File: config.mk
export PLATFORM = sky130hd
export DESIGN_NAME = spi_flash_read_controller
export DESIGN_NICKNAME = d
export VERILOG_FILES = /design/src/rtl/spi_flash_read_controller.sv
export SDC_FILE = /design/constraint.sdc
export NUM_CORES = 1
export LEC_CHECK = 0
export ABC_AREA = 0
export ABC_CLOCK_PERIOD_IN_PS = 2700
export BUFFER_PORTS_ARGS = -buffer_cell sky130_fd_sc_hd__buf_2
export CAP_MARGIN = 20
export CELL_PAD_IN_SITES_DETAIL_PLACEMENT = 1
export CELL_PAD_IN_SITES_GLOBAL_PLACEMENT = 1
export CORE_MARGIN = 10
export CORE_UTILIZATION = 42
export DETAILED_ROUTE_END_ITERATION = 8
export PLACE_DENSITY = 0.85
export REMOVE_ABC_BUFFERS = 1
export SYNTH_ARGS = -nofsm -noshare
export SYNTH_HDL_FRONTEND = slang
export SYNTH_SLANG_ARGS = --single-unit
File: constraint.sdc
create_clock -name clk -period 2.7 [get_ports clk]
set_input_delay 0.54 -clock clk [delete_from_list [all_inputs] [get_ports clk]]
set_output_delay 0.54 -clock clk [all_outputs]
set_load 0.01 [all_outputs]
File: src/rtl/spi_flash_read_controller.sv
// rtl/spi_flash_read_controller.sv - MMU storage responder serving word reads from SPI flash (READ 0x03)
module spi_flash_read_controller #(
    parameter int          CLK_DIV     = 2,
    parameter logic [31:0] ADDR_OFFSET = 32'h0000_2000,
    parameter int          CS_GAP      = 2
) (
    input  logic        clk,
    input  logic        rst,
    input  logic        memory_access,
    input  logic        memory_is_writing,
    input  logic [31:0] addr,
    input  logic [3:0]  mem_be,
    output logic [31:0] d_out,
    output logic        out_valid,
    output logic        out_err,
    output logic        busy,
    output logic        external_storage_spi_cs_n,
    output logic        external_storage_spi_sck,
    output logic        external_storage_spi_mosi,
    input  logic        external_storage_spi_miso
);

    localparam int DIV_W = (CLK_DIV > 1) ? $clog2(CLK_DIV) : 1;
    localparam int GAP_W = (CS_GAP > 1) ? $clog2(CS_GAP) : 1;
    localparam logic [DIV_W-1:0] DIV_LAST = DIV_W'(CLK_DIV - 1);
    localparam logic [GAP_W-1:0] GAP_LAST = GAP_W'(CS_GAP - 1);

    typedef enum logic [2:0] {IDLE, SHIFT, DONE, GAP, ERR} state_t;

    state_t           state;
    logic [DIV_W-1:0] div_cnt;
    logic [GAP_W-1:0] gap_cnt;
    logic [5:0]       bit_cnt;
    logic [31:0]      tx_sr;
    logic [31:0]      rx_sr;
    logic [3:0]       be_q;

    logic [31:0] off;
    logic [23:0] flash_addr;
    logic        req_bad;
    logic [31:0] rx_word;

    // Window offset, word-aligned flash address and the accept-time error decision
    assign off        = addr - ADDR_OFFSET;
    assign flash_addr = off[23:0] & 24'hFF_FFFC;
    assign req_bad    = memory_is_writing || (addr < ADDR_OFFSET) || (off[31:24] != 8'h00);

    // Wire order is byte0 first; present it little-endian with disabled lanes zeroed
    assign rx_word = {rx_sr[7:0]   & {8{be_q[3]}},
                      rx_sr[15:8]  & {8{be_q[2]}},
                      rx_sr[23:16] & {8{be_q[1]}},
                      rx_sr[31:24] & {8{be_q[0]}}};

    // Transaction FSM with SCK generation, command shift-out and data shift-in
    always_ff @(posedge clk) begin
        if (rst) begin
            state                     <= IDLE;
            div_cnt                   <= '0;
            gap_cnt                   <= '0;
            bit_cnt                   <= '0;
            tx_sr                     <= '0;
            rx_sr                     <= '0;
            be_q                      <= '0;
            d_out                     <= '0;
            out_valid                 <= 1'b0;
            out_err                   <= 1'b0;
            busy                      <= 1'b0;
            external_storage_spi_cs_n <= 1'b1;
            external_storage_spi_sck  <= 1'b0;
            external_storage_spi_mosi <= 1'b0;
        end else begin
            out_valid <= 1'b0;
            out_err   <= 1'b0;
            case (state)
                IDLE: begin
                    if (memory_access) begin
                        be_q <= mem_be;
                        busy <= 1'b1;
                        if (req_bad) begin
                            state   <= ERR;
                            out_err <= 1'b1;
                        end else begin
                            state                     <= SHIFT;
                            external_storage_spi_cs_n <= 1'b0;
                            external_storage_spi_sck  <= 1'b0;
                            div_cnt                   <= '0;
                            bit_cnt                   <= '0;
                            tx_sr                     <= {8'h03, flash_addr};
                            external_storage_spi_mosi <= 1'b0;
                            rx_sr                     <= '0;
                        end
                    end
                end
                SHIFT: begin
                    if (div_cnt == DIV_LAST) begin
                        div_cnt                  <= '0;
                        external_storage_spi_sck <= ~external_storage_spi_sck;
                        if (!external_storage_spi_sck) begin
                            // Rising SCK: capture flash data during the last 32 periods
                            if (bit_cnt[5]) begin
                                rx_sr <= {rx_sr[30:0], external_storage_spi_miso};
                            end
                        end else if (bit_cnt == 6'd63) begin
                            state                     <= DONE;
                            external_storage_spi_cs_n <= 1'b1;
                            external_storage_spi_mosi <= 1'b0;
                            out_valid                 <= 1'b1;
                            d_out                     <= rx_word;
                        end else begin
                            // Falling SCK: advance to the next outgoing bit
                            bit_cnt                   <= bit_cnt + 6'd1;
                            external_storage_spi_mosi <= tx_sr[30];
                            tx_sr                     <= {tx_sr[30:0], 1'b0};
                        end
                    end else begin
                        div_cnt <= div_cnt + 1'b1;
                    end
                end
                DONE: begin
                    state   <= GAP;
                    d_out   <= '0;
                    gap_cnt <= '0;
                end
                GAP: begin
                    if (gap_cnt == GAP_LAST) begin
                        state <= IDLE;
                        busy  <= 1'b0;
                    end else begin
                        gap_cnt <= gap_cnt + 1'b1;
                    end
                end
                ERR: begin
                    state <= IDLE;
                    busy  <= 1'b0;
                end
                default: begin
                    state <= IDLE;
                    busy  <= 1'b0;
                end
            endcase
        end
    end

endmodule

==> results.cfg <==
[layout]
diodes = 0
drive_gt1_share_pct = 20.7
nets = 702
final_cell_area_mm2 = 0.00600
utilization_pct = 52.5
area_delta_synth_final_pct = 22.3

[status]
status = completed

[placement]
io_buffers = 76
hpwlAfterDp_mm = 9.37
place_ws_ns = -0.0554
dpl_cell_area_mm2 = 0.00541
gp_congestion = 0.800

[detailed_routing]
drtPass1Iterations = 4
route.detailed.drc = 0
drt-initial-drc-count = 306
viasPerCell = 5.68
ant_nets = 0
wire_per_inst_um = 18.1
drt_wl_total_mm = 14.7
vias = 4622

[synthesis]
synth_common_cells = dfxtp_1 (114), nand2_1 (90), a21oi_1 (75)
synth_edf_count = 0
synth_top_area_share_pct = 46.5
yosysTopAreaCell = dfxtp_1
ys_ff_latch = 114
yosys-top-cells-area = dfxtp_1 (47%), a21oi_1 (7.6%), nand3_1 (7.5%)
yosys_warnings = 0
synth_ff_type = dfxtp_1
synthArstFlopShare_pct = 0
syn_area_mm2 = 0.00491
syn_inst = 599
syn_area_per_cell_um2 = 8.19
synth_cell_types = 54
ys_seq_area_share_pct = 46.5
synth.most_common_cell = dfxtp_1

[floorplan]
dieArea_mm2 = 0.0164
core-area_mm2 = 0.0114
start_util_pct = 43.0
dieHeight_um = 128
pin_count = 79
die_x_um = 128
fp-row-count = 39

[global_route]
grt_pass1_vias = 4860
grt-busiest-layer = met2
gr-total-overflow = 0
grt_util_met1_pct = 21.0
grt_use_met2_pct = 30.8
use_met3_pct = 5.21
antenna_found_initial = 0
grt_max_degree = 55
grt_first_pass_wirelength_mm = 24.0
grt_usage_pct = 17.9

[sta]
clock_skew_ns = 0.0122
slew_viol_final = 0
rsz0062_at_grt = no
tightest_slew_ns = 0.810
slew_headroom_pct = 45.9
finalSetupViolCount = 0
period_share_pct = 87.6
final_hold_viol_count = 0
setup_ws_ns = 0.334
max_freq_mhz = 423
period_minus_slack_ns = 2.37

[clock_network]
clockRootBuffer = clkbuf_16
numCtsBuffers = 17
clk_latency_ns = 0.41
clockBufferDepth = 2
cts.hold.buffers_added = 0
post_cts_buffers = 0
path_clk_slew_ns = 0.05
clkSinkCount = 114
cts_tree = yes
ctsResizeCount = 0
htree_levels = 4

[hold_path]
hold_start = mem_be[3]
min_to = be_q[3]
hp-class = primary input to flip-flop
holdPathStages = 3

[pwr]
total_leakage_power_nw = 2.24
ir_worst_vdd_v = 0.000407
power.total_mw = 4.50
powerDensity_mw_per_mm2 = 749

[setup_path]
startpoint = addr[14]
critPathRequiredTime_ns = 2.96
cp-start-kind = primary input
crit_type = primary input to flip-flop
reg2reg_depth = 7
crit_arrival_ns = 2.63
cp-end-kind = flip-flop
timing.rr.end = d_out[11]
regToRegSetupSlack_ns = 0.40
r2r_start = bit_cnt[0]
path_max_fanout = 19

[run]
drv_cap = 0
[worst max path at each step]
stage / endpoint / slack (ns) / cells past startpoint
2_1_floorplan: bit_cnt[5] / -1.38 / 6
3_3_place_gp: external_storage_spi_sck / 0.07 / 8
3_5_place_dp: external_storage_spi_sck / -0.06 / 10
4_1_cts: external_storage_spi_sck / 0.35 / 10
5_1_grt: d_out[15] / 0.16 / 7
6_report: external_storage_spi_sck / 0.33 / 10
[state kept, by name, summed over array words and instances (netlist names), 3 cells and up]
name / cells
be_q: 4
bit_cnt: 6
d_out: 32
rx_sr: 32
state: 3
tx_sr: 29
[metrics by stage]
step | TNS (ns) | hold WS (ns) | std cells
6_report | 0 | 0.377 | 814
5_1_grt | 0 | 0.389 | 814
4_1_cts | 0 | 0.360 | 814
3_5_place_dp | -0.123 | 0.445 | 783
3_3_place_gp | 0 | 0.438 | 783
2_1_floorplan | -66.85 | 0.429 | 547
[critical path: stages]
cell	delay, ns
buf_2	0.13
inv_1	0.06
ha_1	0.25
nor2b_1	0.16
o2111ai_1	0.31
o21bai_4	0.11
a2111o_1	0.55
buf_4	0.28
a21oi_1	0.17
nor3_1	0.08
[per-layer routing]
layer	vias to the layer above	routed length, um
li1	2226	-
met1	2269	6340
met2	114	7640
met3	13	571
met4	0	165
met5	-	0
[power by group]
group | switching [mW] | internal [mW]
registers | 0.0454 | 1.72
clock network | 0.768 | 1.46
logic | 0.338 | 0.165
[area by class of cell]
cell class / instances / area, um^2
Fill cell: 1393 / 5420
Multi-Input combinational cell: 427 / 2390
Sequential cell: 114 / 2280
Timing Repair Buffer: 93 / 536
Clock buffer: 21 / 450
Tap cell: 143 / 179
Clock inverter: 10 / 135
Inverter: 6 / 22.5
[logic make-up after synthesis]
group | synth area share (%)
AOI/OAI and AO/OA | 18.2
xor gates and xnor gates | 2.14
adders and majority gates | 0.510
buffers and inverters | 4.84
DFF | 46.5
muxes | 3.26
and+or+nand+nor | 24.6
[cells in the final DEF (no fill, tap or decap), drive strengths merged, types with 20 or more instances in the layout]
cell type  count
dfxtp        114
buf           93
nand2         91
a21oi         75
nand3         74
nor2          43
nor3          22
clkbuf        21
o21ai         20
a211oi        20
No activity file was read; power rests on OpenSTA's default activity.
